`src/rtl/sh7604_dbus_arbiter.sv`:
```
// SH7604 DBUS arbiter: CPU, DMAC and external BREQ/BACK master, with a turnaround on owner change.
// Define SH7604_ARB_FAIR_EN to let a starved CPU pre-empt DMAC after DMA_MAX_BEATS beats.
module sh7604_dbus_arbiter #(
  parameter int unsigned DMA_MAX_BEATS = 8,
  parameter int unsigned EXT_TURN      = 1
) (
  input  logic       CLK,
  input  logic       RST_N,
  input  logic       CE_R,
  input  logic       CE_F,
  input  logic       CPU_REQ,
  input  logic       CPU_LOCK,
  input  logic       DMA_REQ,
  input  logic       DMA_LOCK,
  input  logic       DMA_BURST,
  input  logic       BREQ_N,
  input  logic       BUS_WAIT,
  output logic       CPU_GNT,
  output logic       DMA_GNT,
  output logic       BACK_N,
  output logic [1:0] OWNER,
  output logic       DMA_ACK,
  output logic       BUS_IDLE
);

  // Low two bits of StCpu/StDma match the arbitration winner code.
  localparam logic [2:0] StIdle = 3'd0;
  localparam logic [2:0] StCpu  = 3'd1;
  localparam logic [2:0] StDma  = 3'd2;
  localparam logic [2:0] StTurn = 3'd3;
  localparam logic [2:0] StExt  = 3'd4;

  localparam logic [1:0] TurnInit = 2'(EXT_TURN);

  logic [2:0] state_q, state_d;
  logic [1:0] turn_cnt_q, turn_cnt_d;
  logic       turn_to_ext_q, turn_to_ext_d;
  logic       rel_q, rel_d;
  logic       ack_q, ack_d;
  logic       cpu_first;
  logic [1:0] win;
  logic       beat_end;
  logic       owner_lock;

  assign beat_end   = CE_F && !BUS_WAIT && (state_q == StCpu || state_q == StDma);
  assign owner_lock = (state_q == StCpu) ? CPU_LOCK : (DMA_LOCK | DMA_BURST);

`ifdef SH7604_ARB_FAIR_EN
  logic [3:0] fair_cnt_q, fair_cnt_d;

  assign cpu_first = (fair_cnt_q >= 4'(DMA_MAX_BEATS));

  always_comb begin
    fair_cnt_d = fair_cnt_q;
    if ((CE_R || CE_F) && !CPU_REQ) begin
      fair_cnt_d = '0;
    end else if (CE_R && state_d == StCpu) begin
      fair_cnt_d = '0;
    end else if (beat_end && state_q == StDma && !owner_lock && fair_cnt_q != 4'd15) begin
      fair_cnt_d = fair_cnt_q + 4'd1;
    end
  end

  always_ff @(posedge CLK) begin
    if (!RST_N) fair_cnt_q <= '0;
    else        fair_cnt_q <= fair_cnt_d;
  end
`else
  // Never true for the legal DMA_MAX_BEATS range: strict priority.
  assign cpu_first = (DMA_MAX_BEATS == 0);
`endif

  // Winner code: 0 none, 1 CPU, 2 DMAC, 3 external.
  always_comb begin
    win = 2'd0;
    if (!BREQ_N)                  win = 2'd3;
    else if (cpu_first && CPU_REQ) win = 2'd1;
    else if (DMA_REQ)             win = 2'd2;
    else if (CPU_REQ)             win = 2'd1;
  end

  always_comb begin
    state_d       = state_q;
    turn_cnt_d    = turn_cnt_q;
    turn_to_ext_d = turn_to_ext_q;
    rel_d         = rel_q;
    ack_d         = ack_q;
    if (CE_R) begin
      case (state_q)
        StIdle: begin
          case (win)
            2'd1: state_d = StCpu;
            2'd2: state_d = StDma;
            2'd3: begin
              if (EXT_TURN == 0) begin
                state_d = StExt;
              end else begin
                state_d       = StTurn;
                turn_cnt_d    = TurnInit;
                turn_to_ext_d = 1'b1;
              end
            end
            default: ;
          endcase
        end
        StCpu, StDma: begin
          if (rel_q) begin
            rel_d = 1'b0;
            if (win != state_q[1:0]) state_d = StIdle;
          end
        end
        StTurn: begin
          if (turn_cnt_q <= 2'd1) state_d = turn_to_ext_q ? StExt : StIdle;
          else                    turn_cnt_d = turn_cnt_q - 2'd1;
        end
        StExt: begin
          if (BREQ_N) begin
            if (EXT_TURN == 0) begin
              state_d = StIdle;
            end else begin
              state_d       = StTurn;
              turn_cnt_d    = TurnInit;
              turn_to_ext_d = 1'b0;
            end
          end
        end
        default: state_d = StIdle;
      endcase
    end
    if (CE_F) begin
      ack_d = beat_end && (state_q == StDma);
      if (beat_end && !owner_lock) rel_d = 1'b1;
    end
  end

  always_ff @(posedge CLK) begin
    if (!RST_N) begin
      state_q       <= StIdle;
      turn_cnt_q    <= '0;
      turn_to_ext_q <= 1'b0;
      rel_q         <= 1'b0;
      ack_q         <= 1'b0;
    end else begin
      state_q       <= state_d;
      turn_cnt_q    <= turn_cnt_d;
      turn_to_ext_q <= turn_to_ext_d;
      rel_q         <= rel_d;
      ack_q         <= ack_d;
    end
  end

  assign CPU_GNT  = (state_q == StCpu);
  assign DMA_GNT  = (state_q == StDma);
  assign BACK_N   = (state_q != StExt);
  assign DMA_ACK  = ack_q && (state_q == StDma);
  assign BUS_IDLE = (state_q == StIdle);

  always_comb begin
    case (state_q)
      StCpu:   OWNER = 2'd1;
      StDma:   OWNER = 2'd2;
      StExt:   OWNER = 2'd3;
      default: OWNER = 2'd0;
    endcase
  end

  assert property (@(posedge CLK) disable iff (!RST_N) $onehot0({CPU_GNT, DMA_GNT, ~BACK_N}));

endmodule

```
`config.mk`:
```
export PLATFORM = sky130hd
export DESIGN_NAME = sh7604_dbus_arbiter
export DESIGN_NICKNAME = d
export VERILOG_FILES = /design/src/rtl/sh7604_dbus_arbiter.sv
export SDC_FILE = /design/constraint.sdc
export NUM_CORES = 1
export LEC_CHECK = 0
export ABC_AREA = 1
export CAP_MARGIN = 20
export CORE_AREA = 5 5 42 44
export DETAILED_ROUTE_END_ITERATION = 8
export DIE_AREA = 0 0 47 49
export PLACE_DENSITY = 0.73
export REMOVE_ABC_BUFFERS = 1
export SLEW_MARGIN = 15
export SYNTH_ARGS = -nofsm -noshare
export SYNTH_HDL_FRONTEND = slang
export SYNTH_SLANG_ARGS = --single-unit
```
`constraint.sdc`:
```
create_clock -name CLK -period 2.12 [get_ports CLK]
set_input_delay 0.424 -clock CLK [delete_from_list [all_inputs] [get_ports CLK]]
set_output_delay 0.424 -clock CLK [all_outputs]
set_load 0.01 [all_outputs]
```
==> results.sh <==
export IMPL_grt_total_usage_pct=14.39
export IMPL_hold_class="flip-flop to flip-flop"
export IMPL_worst_pin_slew_ps=243.5
export IMPL_firstDrtPassIters=4
export IMPL_min_period_ps=1991
export IMPL_drcViolationCount=0
export IMPL_synth_top_cell_area_share_pct=26.67
export IMPL_cp_max_fo=4
export IMPL_final_hold_viol_count=0
export IMPL_vias=642
export IMPL_avgRoutedWirePerCell_um=10.88
export IMPL_diodes=0
export IMPL_clock_latency_ps=250
export IMPL_die_h_um=49
export IMPL_cts_max_level=1
export IMPL_syn2layout_area_growth_pct=37.50
export IMPL_max_cap_violations=0
export IMPL_io_pins=18
export IMPL_cpPeakStageDelay_ps=550
export IMPL_dpl_hpwl_um=1180
export IMPL_hold_buffers=0
export IMPL_fin_crit_sh_pct=93.93
export IMPL_cts_path_max_buffers=2
export IMPL_fp_dieArea_um2=2303
export IMPL_cts_tree="done"
export IMPL_setup_viol=0
export IMPL_endpoint_kind="output port"
export IMPL_grt_ovfl_total=0
export IMPL_start_util_pct=42.86
export IMPL_rsz0062_at_grt="no"
export IMPL_fin_tns_setup_ps=0
export IMPL_grtUsageMet2_pct=20.59
export IMPL_r2r_slack_ps=730
export IMPL_antenna_found_initial=0
export IMPL_drive_gt1_share_pct=21.24
export IMPL_wirelength_um=1403
export IMPL_maxSlewViolCount=0
export IMPL_grt_busiest_layer="met2"
export IMPL_netlist_area_um2=600.6
export IMPL_critPathKind="flip-flop to output port"
export IMPL_synth_warnings=0
export IMPL_postPlaceCellArea_um2=798.3
export IMPL_peakVddDrop_uv=454.6
export IMPL_clock_sinks=8
export IMPL_grt_max_degree=6
export IMPL_cp_start_kind="flip-flop"
export IMPL_portBuffers=17
export IMPL_met1_usage_pct=18.32
export IMPL_grt_pass1_wl_um=2470
export IMPL_rows=14
export IMPL_ant_nets=0
export IMPL_clkTransAtPathRegs_ps=60
export IMPL_power_density_nw_per_um2=1006
export IMPL_synth_area_leader_cell="dfxtp_1"
export IMPL_required_ps=1700
export IMPL_num_fill_cells=138
export IMPL_numCtsBuffers=3
export IMPL_ys_ff_latch=8
export IMPL_synth_flop_cell="dfxtp_1"
export IMPL_slowest_stage="clkdlybuf4s50_1"
export IMPL_cts_root_buffer_cell="clkbuf_4"
export IMPL_design_area_um2=825.8
export IMPL_vias_per_cell=4.977
export IMPL_nets=129
export IMPL_die_w_um=47
export IMPL_maxSlewHeadroom_pct=83.74
export IMPL_synthArstFlopShare_pct=0
export IMPL_synthCells=92
export IMPL_max_freq_mhz=502.2
export IMPL_fin_hold_ws_ps=470.0
export IMPL_worstPathArrival_ps=1570
export IMPL_status="finished, final reports clean"
export IMPL_synth_cell_type_count=18
export IMPL_yosysSeqAreaShare_pct=26.67
export IMPL_synth_edf_count=0
export IMPL_cp_cell_sequence="inv_2 > nand3_1 > nor2_1 > clkdlybuf4s50_1"
export IMPL_synth_most_common_cell="nand2_1"
export IMPL_grt_pass1_vias=600
export IMPL_place_congestion=0.7967
export IMPL_p_leak_nw=0.3814
export IMPL_drtIter0Drc=5
export IMPL_clock_skew_final_ps=5.070
export IMPL_syn_avg_cell_area_um2=6.528
export IMPL_synth_common_cells="nand2_1 (25), inv_1 (11), dfxtp_1 (8)"
export IMPL_core_area_um2=1401
export IMPL_post_cts_setup_buffers=0
export IMPL_yosys_top_cells_area="dfxtp_1 (27%), nand2_1 (16%), nand2_2 (7.3%)"
export IMPL_totalPowerFinal_w=0.0008307
export IMPL_post_route_util_pct=58.93
export IMPL_met3_usage_pct=5.166
[layout by cell type (no fill, tap or decap), types with 3 or more instances in the layout]
master / synthesis / final
nand2_1: 25 / 25
clkdlybuf4s50_1: 0 / 17
inv_1: 11 / 11
dfxtp_1: 8 / 8
nand2_2: 7 / 7
nand3_1: 7 / 7
nor2_1: 7 / 7
a21oi_1: 7 / 7
nor2_2: 5 / 4
inv_2: 3 / 3
ha_1: 3 / 3
clkbuf_4: 0 / 3
[state kept, by name (all words and copies together) (netlist names)]
signal and count:
turn_cnt_q 2, ack_q 1, state_q 3, rel_q 1, turn_to_ext_q 1
[repair_timing]
item                       4_1_cts  5_1_grt
gates resized for setup          0        1
hold endpoints to repair         0        0
setup endpoints to repair        0        2
[layer usage]
layer,vias to the layer above,part of all wire [%]
met5,-,0
met4,0,1.3
met1,290,46
met3,4,4.7
met2,11,48
li1,337,-
[cells by family (layout without fill, tap and decap cells)]
logic type                 Yosys count  after routing  share of synthesized area [%]
AOI/OAI and AO/OA                   12             12                          12.71
adders and majority gates            3              3                          6.251
buffers and inverters               14             35                          8.750
DFF                                  8              8                          26.67
and+or+nand+nor                     55             55                          45.63
[path summary, 6_finish.rpt]
| check | from | end | cells after the start |
|---|---|---|---|
| worst max-delay path | state_q[0]$_SDFFE_PN0P_ | DMA_ACK | 4 |
| worst min-delay path | rel_q$_SDFF_PN0_ | rel_q$_SDFF_PN0_ | 2 |
| worst max register to register | state_q[0]$_SDFFE_PN0P_ | turn_cnt_q[1]$_SDFFE_PN0P_ | 7 |
| worst min register to register | rel_q$_SDFF_PN0_ | rel_q$_SDFF_PN0_ | 2 |
[worst max-delay path: cells and delay by family (launching register included)]
kind	cells	cell delay, ps
buffers and inverters	2	680
DFF	1	370
and+or+nand+nor	2	260
[metrics by stage]
stage	instances	setup slack (ps)
floorplan	92	662.3
global placement	126	124.0
detailed placement	126	89.96
CTS	129	59.06
global route	129	14.95
finish	129	128.7
[where the power goes]
group | total [W] | leakage, nW | switching [W] | internal, W
clock | 0.000116 | 0.0138 | 0.0000514 | 0.0000648
combinational | 0.000485 | 0.302 | 0.000274 | 0.000211
sequential | 0.000230 | 0.0657 | 0.0000430 | 0.000187
[area by class of cell]
class | instances | area, um^2 | area share (%)
Multi-Input combinational cell | 70 | 392.9 | 47.58
Clock buffer | 3 | 22.52 | 2.727
Tap cell | 16 | 20.02 | 2.424
Inverter | 14 | 52.55 | 6.364
Timing Repair Buffer | 18 | 177.7 | 21.52
Sequential cell | 8 | 160.2 | 19.39
Power figures use the tool's default switching activity.
